## src/rtl/cp0_exception_ctrl.sv

```systemverilog
// ============================================================================
// cp0_exception_ctrl : commit-stage exception/interrupt/ERET CP0 sequencer
// Revision: 1.0
// ============================================================================
`default_nettype none

module cp0_exception_ctrl #(
  parameter int              WIDTH      = 32,
  parameter logic [WIDTH-1:0] EXC_VECTOR = 32'hBFC00380
) (
  input  logic             clk,
  input  logic             rst,
  input  logic             ex_valid,
  input  logic [WIDTH-1:0] ex_pc,
  input  logic             ex_in_delay,
  input  logic [6:0]       ex_flags,
  input  logic [WIDTH-1:0] ex_badaddr,
  input  logic             ex_eret,
  input  logic [5:0]       hw_int,
  input  logic [WIDTH-1:0] status_in,
  input  logic [WIDTH-1:0] epc_in,
  output logic [WIDTH-1:0] cp0_we,
  output logic [WIDTH-1:0] cp0_epc,
  output logic [WIDTH-1:0] cp0_badaddr,
  output logic             cp0_exl,
  output logic [4:0]       cp0_exccode,
  output logic             cp0_bd,
  output logic             stall,
  output logic             flush,
  output logic             redirect_valid,
  output logic [WIDTH-1:0] redirect_pc
);

  typedef enum logic [2:0] {
    S_IDLE      = 3'd0,
    S_TRAP      = 3'd1,
    S_ERET      = 3'd2,
    S_REDIR_EXC = 3'd3,
    S_REDIR_RET = 3'd4
  } state_e;

  state_e           state_q, state_d;
  logic [4:0]       exccode_q, exccode_d;
  logic [WIDTH-1:0] epc_q, epc_d;
  logic [WIDTH-1:0] badaddr_q, badaddr_d;
  logic             bd_q, bd_d;
  logic             adr_q, adr_d;

  logic             int_pending;
  logic             trap;
  logic [4:0]       cause_code;
  logic [WIDTH-1:0] cause_addr;
  logic             cause_adr;

  assign int_pending = status_in[0] & ~status_in[1] & (|(status_in[15:10] & hw_int));
  assign trap        = ex_valid & ((|ex_flags) | int_pending);

  // Priority encode causes; address-error causes also carry a BadVAddr value.
  always_comb begin
    cause_code = 5'd0;
    cause_addr = '0;
    cause_adr  = 1'b0;
    if (int_pending) begin
      cause_code = 5'd0;
    end else if (ex_flags[0]) begin
      cause_code = 5'd4;
      cause_addr = ex_pc;
      cause_adr  = 1'b1;
    end else if (ex_flags[1]) begin
      cause_code = 5'd10;
    end else if (ex_flags[2]) begin
      cause_code = 5'd12;
    end else if (ex_flags[3]) begin
      cause_code = 5'd8;
    end else if (ex_flags[4]) begin
      cause_code = 5'd9;
    end else if (ex_flags[5]) begin
      cause_code = 5'd4;
      cause_addr = ex_badaddr;
      cause_adr  = 1'b1;
    end else if (ex_flags[6]) begin
      cause_code = 5'd5;
      cause_addr = ex_badaddr;
      cause_adr  = 1'b1;
    end
  end

  always_comb begin
    state_d   = state_q;
    exccode_d = exccode_q;
    epc_d     = epc_q;
    badaddr_d = badaddr_q;
    bd_d      = bd_q;
    adr_d     = adr_q;
    unique case (state_q)
      S_IDLE: begin
        if (trap) begin
          state_d   = S_TRAP;
          exccode_d = cause_code;
          epc_d     = ex_in_delay ? (ex_pc - WIDTH'(4)) : ex_pc;
          bd_d      = ex_in_delay;
          badaddr_d = cause_addr;
          adr_d     = cause_adr;
        end else if (ex_valid & ex_eret) begin
          state_d = S_ERET;
          epc_d   = epc_in;
        end
      end
      S_TRAP:      state_d = S_REDIR_EXC;
      S_ERET:      state_d = S_REDIR_RET;
      S_REDIR_EXC: state_d = S_IDLE;
      S_REDIR_RET: state_d = S_IDLE;
      default:     state_d = S_IDLE;
    endcase
  end

  always_ff @(posedge clk) begin
    if (rst) begin
      state_q   <= S_IDLE;
      exccode_q <= '0;
      epc_q     <= '0;
      badaddr_q <= '0;
      bd_q      <= 1'b0;
      adr_q     <= 1'b0;
    end else begin
      state_q   <= state_d;
      exccode_q <= exccode_d;
      epc_q     <= epc_d;
      badaddr_q <= badaddr_d;
      bd_q      <= bd_d;
      adr_q     <= adr_d;
    end
  end

  always_comb begin
    cp0_we         = '0;
    cp0_epc        = '0;
    cp0_badaddr    = '0;
    cp0_exl        = 1'b0;
    cp0_exccode    = 5'd0;
    cp0_bd         = 1'b0;
    stall          = 1'b0;
    flush          = 1'b0;
    redirect_valid = 1'b0;
    redirect_pc    = '0;
    unique case (state_q)
      S_TRAP: begin
        stall       = 1'b1;
        flush       = 1'b1;
        cp0_we[12]  = 1'b1;
        cp0_we[13]  = 1'b1;
        cp0_we[14]  = 1'b1;
        cp0_we[8]   = adr_q;
        cp0_exl     = 1'b1;
        cp0_exccode = exccode_q;
        cp0_bd      = bd_q;
        cp0_epc     = epc_q;
        cp0_badaddr = adr_q ? badaddr_q : '0;
      end
      S_ERET: begin
        stall      = 1'b1;
        flush      = 1'b1;
        cp0_we[12] = 1'b1;
      end
      S_REDIR_EXC: begin
        flush          = 1'b1;
        redirect_valid = 1'b1;
        redirect_pc    = EXC_VECTOR;
      end
      S_REDIR_RET: begin
        flush          = 1'b1;
        redirect_valid = 1'b1;
        redirect_pc    = epc_q;
      end
      default: ;
    endcase
  end

endmodule

`default_nettype wire

```

## config.mk

```make
export PLATFORM = sky130hd
export DESIGN_NAME = cp0_exception_ctrl
export DESIGN_NICKNAME = d
export VERILOG_FILES = /design/src/rtl/cp0_exception_ctrl.sv
export SDC_FILE = /design/constraint.sdc
export NUM_CORES = 1
export LEC_CHECK = 0
export ABC_AREA = 1
export CAP_MARGIN = 10
export CORE_MARGIN = 2
export CORE_UTILIZATION = 44
export CTS_CLUSTER_DIAMETER = 60
export CTS_CLUSTER_SIZE = 40
export DETAILED_ROUTE_END_ITERATION = 10
export PLACE_DENSITY = 0.93
export REMOVE_ABC_BUFFERS = 1
export SYNTH_ARGS = -nofsm -noshare
export SYNTH_HDL_FRONTEND = slang
export SYNTH_SLANG_ARGS = --single-unit
```

## constraint.sdc

```tcl
create_clock -name clk -period 3.6 [get_ports clk]
set_input_delay 0.54 -clock clk [delete_from_list [all_inputs] [get_ports clk]]
set_output_delay 0.54 -clock clk [all_outputs]
set_load 0.03 [all_outputs]
```

==> results by group, run 1 <==
Synth
  – Seq cells post-synth: 73
  – Fraction of registers with async set/reset: 0%
  – Sequential share of the synthesized area: 26.8%
  – Synthesized area per cell: 5.67 um^2
  – Number of synthesized flops with an enable pin: 0
  – Post-Syn Instances: 963
  – Synth Cell Area: 0.00546 mm^2
  – Leading post-synthesis cells by cell area: dfxtp_1, nand2_1, nor2_1, inv_1, nand3_1
  – Synth top area share: 26.8%
  – Top_reg_cell synth: dfxtp_1
  – Synth warn: 0
  – Leading area contributor after synthesis: dfxtp_1
  – Synth unique cells: 37

Run status
  – Status: completed

Critical path
  – Worst Path Max Fanout: 48
  – CP required: 3060 ps
  – Slowest stage cell, crit path: clkdlybuf4s50_1
  – Critical Path Sink Type: output pin
  – Crit path arrival time: 2440 ps
  – CP max stage delay: 690 ps
  – Crit path kind: reg -> out
  – Startpoint Class: register
  – Worst-path cell chain: inv_1, nor3_1, buf_4, inv_2, buf_12, nor2_1, clkdlybuf4s50_1

Routing
  – Post-Route WL: 19.0 mm
  – Wire length per cell: 14.2 um
  – ANT nets after route: 0
  – Residual DRC: 0
  – Drt pass-1 iters: 5
  – 1st-iter DRT viols: 463
  – Routed vias/inst: 5.03
  – DR vias: 6,698

Global route
  – First-pass GRT wire length: 29.1 mm
  – Initial antenna violation count: 0
  – Vias in the first global route: 5,965
  – Total GRT Usage: 27.7%
  – Largest net degree at the start of global routing: 65
  – Gr ovfl total: 0

Timing
  – Final min period: 2980 ps
  – FMAX: 335 MHz
  – Final Cycle Share: 82.8%
  – Hold Slack: 466 ps
  – Setup violations, final: 0
  – Unrepaired setup endpoints after global routing: no
  – Max-slew violations: 0
  – Clock Skews: 9.51 ps
  – Max-slew headroom: 45.8%
  – Worst Max-Slew Pin Slew: 812 ps
  – Final hold vios: 0

Hold path
  – Worst min path class: reg -> reg

Floorplan
  – I/O pin cnt: 284
  – Die Area: 0.0133 mm^2
  – Die height: 115 um
  – Rows: 40
  – Die X: 115 um
  – Initial Utilization: 45.3%
  – CORE AREA: 0.0121 mm^2

Clock tree
  – Worst-path clk slew: 60 ps
  – # hold bufs at CTS: 0
  – Worst skew pair latency: 340 ps
  – Clock buffer depth: 2
  – H-tree Lvls: 3
  – Clk root buf: clkbuf_16
  – Clk sinks: 73
  – CTS tree: done
  – # resized after CTS: 0
  – CTS buffer count: 9
  – Setup bufs post-CTS: 0

Power and ir drop
  – LEAKAGE: 0.00335 uW
  – Power density cells: 342 mW/mm^2
  – Peak supply drop: 250 uV

Final layout
  – Area growth syn-to-layout: 46.0%
  – # fillers: 1,072
  – Final #Nets: 1,306
  – Final Instance Area: 0.00797 mm^2
  – Antenna diodes: 0
  – Commonest non-fill, non-tap cells in the layout: nand2_1, clkdlybuf4s50_1, nor2_1, inv_1, dfxtp_1
  – Share of post-route cells with drive strength above 1: 3.61%
  – Commonest non-fill, non-tap cell in the layout: nand2_1

Place
  – Placer congestion estimate: 0.972
  – Post-DP HPWL: 14.1 mm
  – Port Buf Inserts: 230
  – Dpl cell area: 0.00769 mm^2

Job
  – Max-cap violations: 0
synthesized netlist by cell type, types with 2 or more instances:
cell type  instances
buf_6              3
nor2_2             4
clkbuf_1          29
inv_2              3
buf_1              4
inv_1            111
nor3_1             3
o22ai_1           28
buf_4             35
xor2_1             7
a21boi_0          11
dfxtp_1           73
nand4_1           13
buf_2             11
nand3_2            2
nand2_2            3
o21ai_0           48
a21oi_1           51
nand2_1          243
nor2_1           202
nand3_1           63
worst max-delay path, delay by kind of cell, from the launching register on:
family	cells	cell delay (ps)
buf+inv	5	1390
flops	1	370
simple gates	2	320
cell type report:
cell class / count / area, um^2 / area share, %
Inverter: 116 / 438 / 5.49
Timing Repair Buffer: 240 / 2390 / 30.0
Tap cell: 168 / 210 / 2.64
Sequential cell: 73 / 1460 / 18.3
Multi-Input combinational cell: 719 / 3190 / 40.0
Clock buffer: 15 / 278 / 3.48
Clock inverter: 1 / 8.76 / 0.110
logic make-up (layout without fill, tap and decap cells):
family | after synthesis | in the layout | share of synthesized area [%]
DFF | 73 | 73 | 26.8
and+or+nand+nor | 543 | 543 | 41.1
xor gates and xnor gates | 7 | 7 | 1.12
AOI/OAI and AO/OA | 139 | 139 | 13.9
adders and majority gates | 1 | 1 | 0.229
buffers and inverters | 199 | 372 | 16.8
other | 1 | 29 | 0.0687
power breakdown:
part | switching [uW] | internal [uW] | total (uW)
clock | 343 | 526 | 868
sequential | 37.5 | 889 | 927
combinational | 579 | 355 | 934
total | 959 | 1770 | 2730
flip-flops by register name (all words and copies together), names as in the netlist:
signal / flops
exccode_q: 4
badaddr_q: 32
state_q: 3
bd_q: 1
epc_q: 32
adr_q: 1
routing by layer:
layer	track usage [%]	vias up	wire, um
li1	-	3351	-
met1	35.2	2954	7740
met2	46.7	357	9080
met3	5.96	36	1720
met4	8.92	0	433
met5	0	-	0
worst paths after layout:
path | startpoint | to | slack, ps | cells past startpoint
worst max-delay path | state_q[0]$_SDFFE_PP0P_ | cp0_epc[31] | 620 | 7
worst min-delay path | exccode_q[3]$_SDFFE_PP0P_ | exccode_q[3]$_SDFFE_PP0P_ | 470 | 2
worst max register to register | state_q[1]$_SDFFE_PP0P_ | epc_q[29]$_SDFFE_PP0P_ | 1880 | 8
worst min register to register | exccode_q[3]$_SDFFE_PP0P_ | exccode_q[3]$_SDFFE_PP0P_ | 470 | 2
stage by stage:
| step | utilization, % | instances | setup slack [ps] | power [uW] | setup TNS (ps) |
|---|---|---|---|---|---|
| floorplan | - | 908 | -1120 | 1470 | -78140 |
| global placement | 63.7 | 1316 | 681 | 1850 | 0 |
| detailed placement | 63.7 | 1316 | 567 | 1870 | 0 |
| CTS | 66.1 | 1332 | 630 | 2730 | 0 |
| global route | 66.1 | 1332 | 486 | 2870 | 0 |
| finish | 66.1 | 1332 | 618 | 2730 | 0 |
No activity file was read; power rests on OpenSTA's default activity.
==> inputs of run 2 (changes only) <==
CORE_UTILIZATION = 37   (was 44)
PLACE_DENSITY = 0.84   (was 0.93)
clock period = 2.5 ns   (was 3.6 ns; I/O delays follow)
==> run 2 against run 1 <==
Compared with the run above:
- wire length increased by 3.0%
- highest routed layer unchanged
- combinational power grew 48%
- critical endpoint is now redirect_pc[4]
- die area up 18%
- clock skew fell by 4.3 ps
==> results by group, run 2 (synthesis gave the netlist of run 1 again) <==
Timing
  – FMAX: 435 MHz
  – Final Cycle Share: 92.0%
  – Clock Skews: 5.17 ps
  – Final hold vios: 0
  – Final min period: 2300 ps
  – Worst setup margin: 199 ps
  – Unrepaired setup endpoints after global routing: no
  – Setup violations, final: 0
  – Max-slew violations: 0

Floorplan
  – Die Area: 0.0157 mm^2
  – I/O pin cnt: 284
  – Initial Utilization: 37.7%
  – CORE AREA: 0.0145 mm^2
  – Die height: 125 um
  – Die X: 125 um
  – Rows: 44

Global route
  – Initial antenna violation count: 0
  – First-pass GRT wire length: 30.7 mm
  – Vias in the first global route: 6,057
  – Gr ovfl total: 0
  – Total GRT Usage: 24.2%
  – Largest net degree at the start of global routing: 65

Critical path
  – Worst-path cell chain: nor2_1, nand2_1, buf_12, nor2_1, clkdlybuf4s50_1
  – Crit path arrival time: 1930 ps
  – Reg2reg path depth: 8
  – CP max stage delay: 710 ps
  – CP required: 2120 ps
  – Critical path launch point: state_q[0]$_SDFFE_PP0P_
  – Crit path kind: reg -> out
  – Flop2flop setup slack: 1030 ps
  – Worst Path Max Fanout: 34
  – Critical Path Sink Type: output pin
  – Most used cell along the critical path: nor2_1
  – Worst R2R Start: state_q[0]$_SDFFE_PP0P_
  – Startpoint Class: register
  – Slowest stage cell, crit path: clkdlybuf4s50_1

Clock tree
  – H-tree Lvls: 3
  – Clk sinks: 73
  – # resized after CTS: 0
  – Worst-path clk slew: 60 ps
  – Setup bufs post-CTS: 0
  – Worst skew pair latency: 350 ps
  – CTS tree: done
  – Clock buffer depth: 2
  – Clk root buf: clkbuf_16
  – CTS buffer count: 9
  – # hold bufs at CTS: 0

Final layout
  – Antenna diodes: 0
  – Share of post-route cells with drive strength above 1: 12.0%
  – Layout Cells excl Fill: 1,360
  – Biggest regs: badaddr_q (32), epc_q (32), exccode_q (4)
  – Final #Nets: 1,318
  – # fillers: 1,446
  – Commonest non-fill, non-tap cells in the layout: nand2_1, nor2_1, clkdlybuf4s50_1, inv_1, buf_4
  – Commonest non-fill, non-tap cell in the layout: nand2_1
  – Area growth syn-to-layout: 51.1%

Hold path
  – Worst min path class: reg -> reg
  – Number of cells on the worst hold path: 2
  – Hold_sp: badaddr_q[17]$_SDFFE_PP0P_

Power and ir drop
  – Sw Pwr: 1430 uW
  – Power density cells: 514 mW/mm^2
  – Peak supply drop: 289 uV
  – Flop pwr share: 31.2%
  – Switching Fraction: 33.7%
  – Comb power frac: 32.4%
  – Internal: 2810 uW
  – LEAKAGE: 0.00368 uW
  – Clock power share: 36.3%

Routing
  – 1st-iter DRT viols: 407
  – ANT nets after route: 0
  – Wire length per cell: 14.4 um
  – Residual DRC: 0
  – Drt pass-1 iters: 5
  – Routed vias/inst: 4.89
  – DR vias: 6,651
  – Post-Route WL: 19.5 mm

Place
  – Post-DP HPWL: 14.9 mm
  – Placed Cells incl. Taps: 1,344
  – Place WS: 19.1 ps
  – Placer congestion estimate: 0.932
  – Port Buf Inserts: 230

Run status
  – Status: completed

Job
  – Max-cap violations: 0
run 2: cell types whose count changed in the layout (fill, tap and decap cells not counted):
cell and delta:
clkdlybuf4s50_1 -84, buf_4 +71, buf_12 +25, bufinv_16 +3, clkbuf_1 -3, clkbuf_8 -2, clkinvlp_4 +2, clkinv_4 -1
inv_6 +1
run 2: power groups by stage:
stage	registers (uW)	clock network, uW	logic, uW
4_1_cts	1330	1560	1380
6_report	1330	1540	1380
3_5_place_dp	1350	0	1370
5_1_grt	1340	1610	1520
3_3_place_gp	1350	0	1360
2_1_floorplan	1350	0	773
run 2: routing by layer:
| layer | global-route usage [%] | wire, um | share of wire [%] |
|---|---|---|---|
| met3 | 5.31 | 1520 | 7.8 |
| met2 | 38.7 | 9030 | 46 |
| met1 | 32.1 | 8480 | 43 |
| met5 | 0 | 0 | 0 |
| met4 | 8.95 | 522 | 2.7 |
run 2: final timing paths:
check / end
worst max-delay path: redirect_pc[4]
worst min-delay path: badaddr_q[17]$_SDFFE_PP0P_
worst max register to register: epc_q[27]$_SDFFE_PP0P_
worst min register to register: badaddr_q[17]$_SDFFE_PP0P_
run 2: cell type report:
type,instances,area (um^2),area share (%)
clock buffer,10,239,2.90
clock inverter,6,114,1.38
inverter,116,438,5.31
multi-input combinational,719,3190,38.6
sequential,73,1460,17.7
tap,184,230,2.79
timing repair buffer,252,2580,31.3
run 2: metrics by stage:
step	setup TNS [ps]	total power (uW)	hold slack, ps	utilization [%]	cell area (um^2)
after floorplan	-163170	2120	435	-	5080
after detailed placement	0	2720	456	54.6	7900
after CTS	0	4270	469	57.0	8250
after global routing	0	4470	480	57.0	8250
final	0	4250	465	57.0	8250
after global placement	0	2700	451	54.6	7900
run 2: critical path: cells and delay by family, from the launching register on:
kind,cells,cell delay [ps]
DFF,1,320
and+or+nand+nor,3,350
buffers and inverters,2,890
